### src/rtl/brickbreaker_pkg.sv
// Shared screen geometry, colour constants and redraw state encoding for the
// brick-breaker video path.
package brickbreaker_pkg;

  // Visible raster size; pixel sums are 9 bits (x) and 8 bits (y) wide
  localparam logic [8:0] SCREEN_W = 9'd160;
  localparam logic [7:0] SCREEN_H = 8'd120;

  // Default colours (3-bit RGB)
  localparam logic [2:0] COLOUR_WHITE = 3'b111;
  localparam logic [2:0] COLOUR_CYAN  = 3'b011;
  localparam logic [2:0] COLOUR_BLACK = 3'b000;

  // Redraw sequencer states. Each rectangle state names the rectangle whose
  // pixel is currently presented on the write port.
  typedef enum logic [2:0] {
    ST_IDLE       = 3'd0,
    ST_LATCH      = 3'd1,
    ST_ERASE_BALL = 3'd2,
    ST_DRAW_BALL  = 3'd3,
    ST_ERASE_PAD  = 3'd4,
    ST_DRAW_PAD   = 3'd5,
    ST_FINISH     = 3'd6
  } state_t;

  // Successor of a state in the redraw order; erase states are skipped when
  // nothing has been drawn yet.
  function automatic state_t next_rect_state(input state_t s, input logic valid);
    state_t n;
    n = ST_IDLE;
    case (s)
      ST_LATCH: begin
        if (valid) n = ST_ERASE_BALL;
        else       n = ST_DRAW_BALL;
      end
      ST_ERASE_BALL: n = ST_DRAW_BALL;
      ST_DRAW_BALL: begin
        if (valid) n = ST_ERASE_PAD;
        else       n = ST_DRAW_PAD;
      end
      ST_ERASE_PAD: n = ST_DRAW_PAD;
      ST_DRAW_PAD:  n = ST_FINISH;
      default:      n = ST_IDLE;
    endcase
    return n;
  endfunction

endpackage

### src/rtl/rect_scan.sv
// Row-major rectangle offset generator. The offset on col/row is the one being
// issued this cycle: a start pulse issues (0,0) in the same cycle, after which
// the counters step one pixel per cycle until the last pixel has been issued.
module rect_scan (
  input  logic       clk,
  input  logic       resetn,
  input  logic       start,
  input  logic [7:0] width,
  input  logic [6:0] height,
  output logic [7:0] col,
  output logic [6:0] row,
  output logic       active,
  output logic       last
);

  logic [7:0] col_reg;
  logic [6:0] row_reg;
  logic       run_reg;

  assign active = start | run_reg;
  assign col    = start ? 8'd0 : col_reg;
  assign row    = start ? 7'd0 : row_reg;
  assign last   = active && (col == width - 8'd1) && (row == height - 7'd1);

  // Advance the column counter, wrapping into the next row at the right edge
  always_ff @(posedge clk or negedge resetn) begin
    if (!resetn) begin
      col_reg <= 8'd0;
      row_reg <= 7'd0;
      run_reg <= 1'b0;
    end else if (active) begin
      if (last) begin
        col_reg <= 8'd0;
        row_reg <= 7'd0;
        run_reg <= 1'b0;
      end else if (col == width - 8'd1) begin
        col_reg <= 8'd0;
        row_reg <= row + 7'd1;
        run_reg <= 1'b1;
      end else begin
        col_reg <= col + 8'd1;
        row_reg <= row;
        run_reg <= 1'b1;
      end
    end
  end

endmodule

### src/rtl/plot_scheduler.sv
// Frame redraw sequencer: on each frame tick it erases the ball and paddle at
// their previous positions and redraws them at freshly latched positions,
// emitting one registered pixel write per cycle with screen-edge clipping.
module plot_scheduler
  import brickbreaker_pkg::*;
#(
  parameter int         BALL_SIZE   = 2,
  parameter int         PAD_W       = 16,
  parameter int         PAD_H       = 2,
  parameter logic [2:0] BALL_COLOUR = COLOUR_WHITE,
  parameter logic [2:0] PAD_COLOUR  = COLOUR_CYAN,
  parameter logic [2:0] BG_COLOUR   = COLOUR_BLACK
) (
  input  logic       clk,
  input  logic       resetn,
  input  logic       frame_tick,
  input  logic [7:0] ball_x,
  input  logic [6:0] ball_y,
  input  logic [7:0] pad_x,
  input  logic [6:0] pad_y,
  output logic [7:0] x,
  output logic [6:0] y,
  output logic [2:0] colour,
  output logic       writeEn,
  output logic       busy,
  output logic       done,
  output logic       overrun
);

  localparam logic [7:0] BALL_W8 = 8'(BALL_SIZE);
  localparam logic [6:0] BALL_H7 = 7'(BALL_SIZE);
  localparam logic [7:0] PAD_W8  = 8'(PAD_W);
  localparam logic [6:0] PAD_H7  = 7'(PAD_H);

  state_t state;

  // Positions drawn last frame (erase targets) and latched for this frame
  logic [7:0] ball_prev_x_reg, pad_prev_x_reg, ball_new_x_reg, pad_new_x_reg;
  logic [6:0] ball_prev_y_reg, pad_prev_y_reg, ball_new_y_reg, pad_new_y_reg;
  logic       drawn_valid_reg;

  // High while the final pixel of the current rectangle is being presented
  logic       last_shown_reg;

  // Scanner interface and issue-side pixel
  logic       scan_start, scan_active, scan_last;
  logic [7:0] scan_col, scan_w;
  logic [6:0] scan_row, scan_h;
  state_t     follow, issue_kind;
  logic [7:0] base_x;
  logic [6:0] base_y;
  logic [2:0] issue_colour;
  logic [8:0] pix_x;
  logic [7:0] pix_y;
  logic       in_bounds;
  logic       in_rect_state;

  assign in_rect_state = (state == ST_ERASE_BALL) || (state == ST_DRAW_BALL) ||
                         (state == ST_ERASE_PAD)  || (state == ST_DRAW_PAD);

  // Pick the rectangle whose pixel is issued this cycle. The scanner runs one
  // cycle ahead of the output registers, so the first pixel of a rectangle is
  // issued while the previous state (LATCH or the prior rectangle's final
  // pixel) is still presented.
  always_comb begin
    follow       = next_rect_state(state, drawn_valid_reg);
    scan_start   = (state == ST_LATCH) ||
                   (in_rect_state && last_shown_reg && (follow != ST_FINISH));
    issue_kind   = scan_start ? follow : state;
    base_x       = 8'd0;
    base_y       = 7'd0;
    scan_w       = 8'd1;
    scan_h       = 7'd1;
    issue_colour = BG_COLOUR;
    case (issue_kind)
      ST_ERASE_BALL: begin
        base_x = ball_prev_x_reg;
        base_y = ball_prev_y_reg;
        scan_w = BALL_W8;
        scan_h = BALL_H7;
      end
      ST_DRAW_BALL: begin
        // During LATCH the new-position registers are only being loaded, so
        // the very first ball pixel comes straight from the inputs.
        base_x       = (state == ST_LATCH) ? ball_x : ball_new_x_reg;
        base_y       = (state == ST_LATCH) ? ball_y : ball_new_y_reg;
        scan_w       = BALL_W8;
        scan_h       = BALL_H7;
        issue_colour = BALL_COLOUR;
      end
      ST_ERASE_PAD: begin
        base_x = pad_prev_x_reg;
        base_y = pad_prev_y_reg;
        scan_w = PAD_W8;
        scan_h = PAD_H7;
      end
      ST_DRAW_PAD: begin
        base_x       = pad_new_x_reg;
        base_y       = pad_new_y_reg;
        scan_w       = PAD_W8;
        scan_h       = PAD_H7;
        issue_colour = PAD_COLOUR;
      end
      default: begin
        base_x = 8'd0;
      end
    endcase
  end

  // Widened sums so that off-screen pixels clip instead of wrapping
  assign pix_x     = {1'b0, base_x} + {1'b0, scan_col};
  assign pix_y     = {1'b0, base_y} + {1'b0, scan_row};
  assign in_bounds = (pix_x < SCREEN_W) && (pix_y < SCREEN_H);

  rect_scan u_scan (
    .clk    (clk),
    .resetn (resetn),
    .start  (scan_start),
    .width  (scan_w),
    .height (scan_h),
    .col    (scan_col),
    .row    (scan_row),
    .active (scan_active),
    .last   (scan_last)
  );

  // Sequencer: state transitions, position bookkeeping and registered outputs
  always_ff @(posedge clk or negedge resetn) begin
    if (!resetn) begin
      state           <= ST_IDLE;
      x               <= 8'd0;
      y               <= 7'd0;
      colour          <= 3'd0;
      writeEn         <= 1'b0;
      busy            <= 1'b0;
      done            <= 1'b0;
      overrun         <= 1'b0;
      last_shown_reg  <= 1'b0;
      drawn_valid_reg <= 1'b0;
      ball_prev_x_reg <= 8'd0;
      ball_prev_y_reg <= 7'd0;
      pad_prev_x_reg  <= 8'd0;
      pad_prev_y_reg  <= 7'd0;
      ball_new_x_reg  <= 8'd0;
      ball_new_y_reg  <= 7'd0;
      pad_new_x_reg   <= 8'd0;
      pad_new_y_reg   <= 7'd0;
    end else begin
      done           <= 1'b0;
      writeEn        <= 1'b0;
      overrun        <= frame_tick && busy;
      last_shown_reg <= scan_last;

      // Present the issued pixel; clipped pixels leave x/y/colour untouched
      if (scan_active) begin
        writeEn <= in_bounds;
        if (in_bounds) begin
          x      <= pix_x[7:0];
          y      <= pix_y[6:0];
          colour <= issue_colour;
        end
      end

      case (state)
        ST_IDLE: begin
          if (frame_tick) begin
            state <= ST_LATCH;
            busy  <= 1'b1;
          end
        end
        ST_LATCH: begin
          ball_new_x_reg <= ball_x;
          ball_new_y_reg <= ball_y;
          pad_new_x_reg  <= pad_x;
          pad_new_y_reg  <= pad_y;
          state          <= follow;
        end
        ST_ERASE_BALL, ST_DRAW_BALL, ST_ERASE_PAD, ST_DRAW_PAD: begin
          if (last_shown_reg) begin
            state <= follow;
            if (follow == ST_FINISH) done <= 1'b1;
          end
        end
        ST_FINISH: begin
          ball_prev_x_reg <= ball_new_x_reg;
          ball_prev_y_reg <= ball_new_y_reg;
          pad_prev_x_reg  <= pad_new_x_reg;
          pad_prev_y_reg  <= pad_new_y_reg;
          drawn_valid_reg <= 1'b1;
          busy            <= 1'b0;
          state           <= ST_IDLE;
        end
        default: state <= ST_IDLE;
      endcase
    end
  end

endmodule

### config.mk
export PLATFORM = sky130hd
export DESIGN_NAME = plot_scheduler
export DESIGN_NICKNAME = d
export VERILOG_FILES = /design/src/rtl/brickbreaker_pkg.sv /design/src/rtl/rect_scan.sv /design/src/rtl/plot_scheduler.sv
export SDC_FILE = /design/constraint.sdc
export NUM_CORES = 1
export LEC_CHECK = 0
export ABC_AREA = 0
export BUFFER_PORTS_ARGS = -buffer_cell sky130_fd_sc_hd__buf_2
export CORE_MARGIN = 1
export CORE_UTILIZATION = 30
export CTS_CLUSTER_DIAMETER = 100
export DETAILED_ROUTE_END_ITERATION = 7
export PLACE_DENSITY_LB_ADDON = 0.08
export SLEW_MARGIN = 10
export SYNTH_ARGS = -nofsm -noshare
export SYNTH_HDL_FRONTEND = slang
export SYNTH_SLANG_ARGS = --single-unit
### constraint.sdc
create_clock -name clk -period 15.4 [get_ports clk]
set_input_delay 3.08 -clock clk [delete_from_list [all_inputs] [get_ports clk]]
set_output_delay 3.08 -clock clk [all_outputs]
set_load 0.01 [all_outputs]
### Word level (Yosys, flattened, before mapping)

Index checks and enable logic that the tools add are counted.

* register bits: 103
* word-level logic and storage cells: 92

* add/subtract/negate cells: 6
* $lt $le $gt $ge: 2
* equality and inequality tests: 16
* mux-type cells: 27
* bitwise gates (word level): 1
* reduce and logical (&&, ||, !) cells: 19

Operators by type and width (count)
* 2-to-1 mux 8 bit: 4
* one-hot mux 8 bit (4 select lines): 1
* 2-to-1 mux 7 bit: 4
* one-hot mux 7 bit (4 select lines): 1
* == test 3 bit (second input constant): 6
* one-hot mux 3 bit (5 select lines): 1
* == test 3 x 2 -> 1 bit (second input constant): 4
* one-hot mux 5 bit (2 select lines): 1
* adder 8 x 8 -> 9 bit: 1
* less-than comparator 9 x 8 -> 1 bit (second input constant): 1
* 2-to-1 mux 3 bit: 3
* one-hot mux 3 bit (3 select lines): 1
* adder 7 x 7 -> 8 bit: 1
* adder 8 x 1 -> 8 bit (second input constant): 1
* == test 8 bit: 1
* less-than comparator 8 x 7 -> 1 bit (second input constant): 1
* 2-to-1 mux 1 bit: 8
* OR reduction 4 bit: 2
* adder 7 x 1 -> 7 bit (second input constant): 1
* == test 7 bit: 1
* logical AND 1 bit: 6
* one-hot mux 3 bit (2 select lines): 1
* AND reduction 2 bit: 3
* subtractor 5 x 1 -> 6 bit (second input constant): 1
* other kinds (11): 16

### Longest topological paths before layout

* depth in word-level cells: 16
* depth in mapped cells: 21

### Modules after synthesis

Synthesis repeated with hierarchy kept, for this count alone.

* cells, all modules: 569
* area total of the unflattened synthesis: 6153.4 µm²

Modules (own cells, without submodules)
* plot_scheduler: instances 1, cells each 375, area an instance 4564.4 µm², sequential area each 2152.1 µm²
* rect_scan: instances 1, cells each 194, area an instance 1589.0 µm², sequential area each 400.4 µm²

### Least setup slack after synthesis

No wires, ideal clock.

* kind: input to register
* start point: in ball_y[0]
* end point: reg colour[2]
* setup time: 0.125 ns
* arrival time: 5.883 ns
* required time: 15.275 ns
* setup slack: 9.392 ns
* stages on the path: 12
* path buffers: 1
* cell sequence: mux2_2 -> mux2i_1 -> o22ai_1 -> ha_1 -> fa_1 -> a211o_1 -> a21oi_1 -> xor2_1 -> o31ai_1 -> a311oi_4 -> buf_8 -> mux2_4

* cells in the longest elaborated chain, start to end: 6

RTL lines
* from (decl): RTL line plot_scheduler.sv:18 `input logic [6:0] ball_y,`
* 2-to-1 mux 7 bit
* one-hot mux 7 bit (4 select lines): RTL line plot_scheduler.sv:75 `case (issue_kind)`
* adder 7 x 7 -> 8 bit: RTL line plot_scheduler.sv:112 `assign pix_y = {1'b0, base_y} + {1'b0, scan_row};`
* less-than comparator 8 x 7 -> 1 bit: RTL line plot_scheduler.sv:113 `assign in_bounds = (pix_x < SCREEN_W) && (pix_y < SCREEN_H);`
* logical AND 1 bit: RTL line plot_scheduler.sv:113
* AND reduction 2 bit (no line)
* to (signal assigned): RTL line plot_scheduler.sv:160 `colour <= issue_colour;`
* to (decl): RTL line plot_scheduler.sv:23 `output logic [2:0] colour,`

Every way passes these cells.
A chain may end at the register's enable or synchronous reset.

### Worst setup path in the final report

* start point: reg state[1]
* end point: reg y[1]

* cells in the longest elaborated chain, start to end: 14
* elaborated cells on any way between the ends: 31
* those cells by class: add/sub (2); order compare (2); eq/ne (10); mux (8); bitwise (1); reduce/logical (8)

RTL lines
* from (decl): RTL line plot_scheduler.sv:35 `state_t state;`
* from (signal assigned): RTL line plot_scheduler.sv:176 `state <= follow;`
* from (signal assigned): RTL line plot_scheduler.sv:180 `state <= follow;`
* branches (longest 14 deep; another with adder 8 x 8 -> 9 bit)
* to (signal assigned): RTL line plot_scheduler.sv:159 `y <= pix_y[6:0];`
* to (decl): RTL line plot_scheduler.sv:22 `output logic [6:0] y,`

Several ways; the timed one is not identified.

==> metrics.csv <==
stage,metric,value,unit
worst_setup_path,critical path class,flop to flop,
logic_synthesis,number of synthesized flops with an enable pin,0,
worst_setup_path,r2r worst-path depth,18,
worst_setup_path,Setup crit end kind,flop,
clocking,"Setup Fix Bufs, Post-CTS",0,
power_and_ir_drop,VDD IR max,0.0001006,V
floorplanning,core area,0.01889,sq mm
status,outcome,"finished, final reports clean",
sta,final hold violation count,0,
worst_setup_path,crit start category,flop,
logic_synthesis,Synth area leaders,"dfrtp_1 44%, mux2_2 14%, mux2i_1 6.0%",
logic_synthesis,"area leader, netlist",dfrtp_1,
worst_setup_path,crit path capture,y[1],
placed_design,post-DP HPWL,10320,um
power_and_ir_drop,Pwr per Cell Area,245.8,mW/mm^2
placed_design,port bufs,54,
logic_synthesis,"FFs w/ async S/R, synth",1.000,
route,drt pass-1 iters,4,
logic_synthesis,Synthesized Nets,580,
sta,Slew HR,0.4424,
clocking,CTS Sinks,102,
floorplanning,die width,141.4,um
worst_setup_path,"delay-heaviest family, CP",compound AO/OA/AOI/OAI gates,
worst_setup_path,slowest CP cell,dfrtp_1,
final_layout,fill cell count,1956,
logic_synthesis,count of different cell masters after synthesis,65,
floorplanning,IO Pins,55,
final_layout,Final Cell Area,0.006634,sq mm
worst_setup_path,crit path buf inv count,3,
logic_synthesis,cells after synthesis,525,
route,post-route antenna net violation count,0,
clocking,Num CTS Buffers,9,
worst_setup_path,worst-path cell chain,inv_1 -> ha_1 -> nor2b_1 -> a21o_1 -> o21ai_0 -> o211ai_1 -> buf_4 -> mux2i_1 -> o22ai_1 -> ha_1 -> fa_1 -> a211oi_1 -> nor2_1 -> o221ai_1 -> o211ai_1 -> a311oi_4 -> buf_4 -> mux2_2,
final_layout,Post-layout nets,627,
worst_setup_path,Critical R2R Capture,y[1],
route,via count,4178,
placed_design,Post-DP Area,0.006349,sq mm
global_route,largest net degree at the start of global routing,54,
clocking,H-tree levels,3,
logic_synthesis,top cell type's share of synthesized area,0.4381,
sta,"Setup violations, final",0,
clocking,later-pin clock latency in the skew report,0.36,ns
worst_setup_path,crit path max fanout,33,
global_route,vias in the first global route,4274,
route,Avg WL per Cell,17.65,um
logic_synthesis,flip-flop and latch count after synthesis,102,
placed_design,gpl congestion,0.8176,
logic_synthesis,top-count cell post-synth,dfrtp_1,
clocking,CTS max path bufs,2,
worst_setup_path,delay of the slowest cell on the worst path,0.66,ns
sta,RSZ-0062 raised after global routing,false,
sta,final period utilization,0.4139,
logic_synthesis,Syn Std Cell Area,0.005827,sq mm
worst_hold_path,class of the worst hold path,flop to flop,
clocking,CTS Root Cell,clkbuf_16,
worst_setup_path,critical path depth in cells,18,
floorplanning,Initial Util,0.3084,
logic_synthesis,sequential fraction of the synthesis area,0.4381,
logic_synthesis,top_reg_cell synth,dfrtp_1,
global_route,antenna violations before repair,0,
final_layout,synthesis-to-finish area growth,13.85,%
global_route,GRT Residual Overflow,0,
route,final WL,14790,um
floorplanning,full die area,0.01998,sq mm
sta,Pins Over Slew Limit,0,
worst_setup_path,FF-to-FF Start,state[1],
sta,setup tns final,0,ns
clocking,CTS Hold Buffers Added,0,
worst_setup_path,critical path launch point,state[1],
logic_synthesis,Mean Syn Cell Area,11.10,sq um
logic_synthesis,"top cells by count, synth","102 x dfrtp_1, 72 x mux2_2, 35 x mux2i_1",
floorplanning,Die H,141.4,um
worst_setup_path,Critical Path AT,6.62,ns
clocking,"CTS clk-pin slew, worst paths",0.07,ns
route,drt drc,0,
floorplanning,# rows,50,
global_route,global-route wire length before repair,23600,um
route,initial DRC count,206,
global_route,gr usage total,0.1564,
job,Max Cap Viol,0,
logic_synthesis,yosys warns,0,
final_layout,layout cell share with drive strength beyond 1,0.2842,
route,via/cell ratio,4.986,
sta,fin crit period,6.374,ns
worst_setup_path,WP data required,15.64,ns
sta,Fmax achieved,0.1569,GHz
sta,skew final,0.008707,ns
clocking,CTS tree,done,
clocking,CTS resizes,0,
worst_setup_path,"reg-to-reg slack, setup",9.03,ns
sta,worst-margin pin slew,0.8132,ns
power_and_ir_drop,Leakage,3.120,nW
==> placed cells by master, fill, tap and decap left out, drive strengths merged, types with 8 or more instances in the layout <==
cell    instances
mux2           79
nor2           27
clkbuf         11
nor3           12
ha             20
buf            62
o21ai          19
nand3          12
a21o            8
dfrtp         102
o22ai          18
nand2          22
mux2i          35
and2           13
a21oi          19
inv            20
==> area by class of cell <==
type                    instances  area, sq um  area share
inverters                      17        63.81    0.009619
clock buffers                  11        242.7     0.03659
clock inverters                 5        40.04    0.006035
diodes                          1        2.502   0.0003772
flip-flops and latches        102         2552      0.3848
multi-input cells             380         3074      0.4634
repair buffers                 62        332.8     0.05017
well taps                     260        325.3     0.04904
==> how the worst min path moves through the flow <==
| stage | startpoint | end | depth (start not counted) |
|---|---|---|---|
| floorplan | drawn_valid_reg | drawn_valid_reg | 1 |
| global placement | ball_new_x_reg[4] | ball_prev_x_reg[4] | 1 |
| detailed placement | ball_prev_y_reg[2] | ball_prev_y_reg[2] | 1 |
| CTS | pad_prev_x_reg[7] | pad_prev_x_reg[7] | 1 |
| global route | pad_prev_y_reg[3] | pad_prev_y_reg[3] | 1 |
| finish | ball_new_x_reg[4] | ball_prev_x_reg[4] | 1 |
==> routing by layer <==
metal  routed length [um]  vias up  global-route usage
li1                     -     2036                   -
met2                 6849       68              0.2493
met4                  306        0             0.05320
met1                 7110     2057              0.2074
met5                    0        -                   0
met3                  525       17             0.03712
==> power by group <==
| part | switching (mW) | internal, mW | leakage [nW] |
|---|---|---|---|
| logic | 0.505 | 0.436 | 1.70 |
| registers | 0.0831 | 0.383 | 1.28 |
| clock network | 0.107 | 0.116 | 0.141 |
| total | 0.695 | 0.935 | 3.12 |
==> stage by stage <==
stage | power (mW) | cells | util | hold slack, ns | worst slack [ns]
final | 1.630 | 838 | 0.3511 | 0.5016 | 9.026
after global routing | 1.765 | 837 | 0.3510 | 0.5194 | 8.573
after CTS | 1.655 | 837 | 0.3510 | 0.5078 | 9.036
after detailed placement | 1.424 | 821 | 0.3360 | 0.4920 | 9.022
after global placement | 1.415 | 821 | 0.3360 | 0.4861 | 9.117
after floorplan | 1.176 | 525 | - | 0.4757 | 9.392
==> kinds of logic (layout without fill, tap and decap cells) <==
group	count (synthesis)	in the layout	synth area share
and+or+nand+nor	124	124	0.1114
muxes	114	114	0.2167
AOI/OAI and AO/OA	110	110	0.1346
DFF	102	102	0.4381
buffers and inverters	43	95	0.03435
adders and majority gates	22	22	0.04982
xor gates and xnor gates	10	10	0.01503
other	0	1	0
Note: power is estimated with default switching activity, not from simulation.
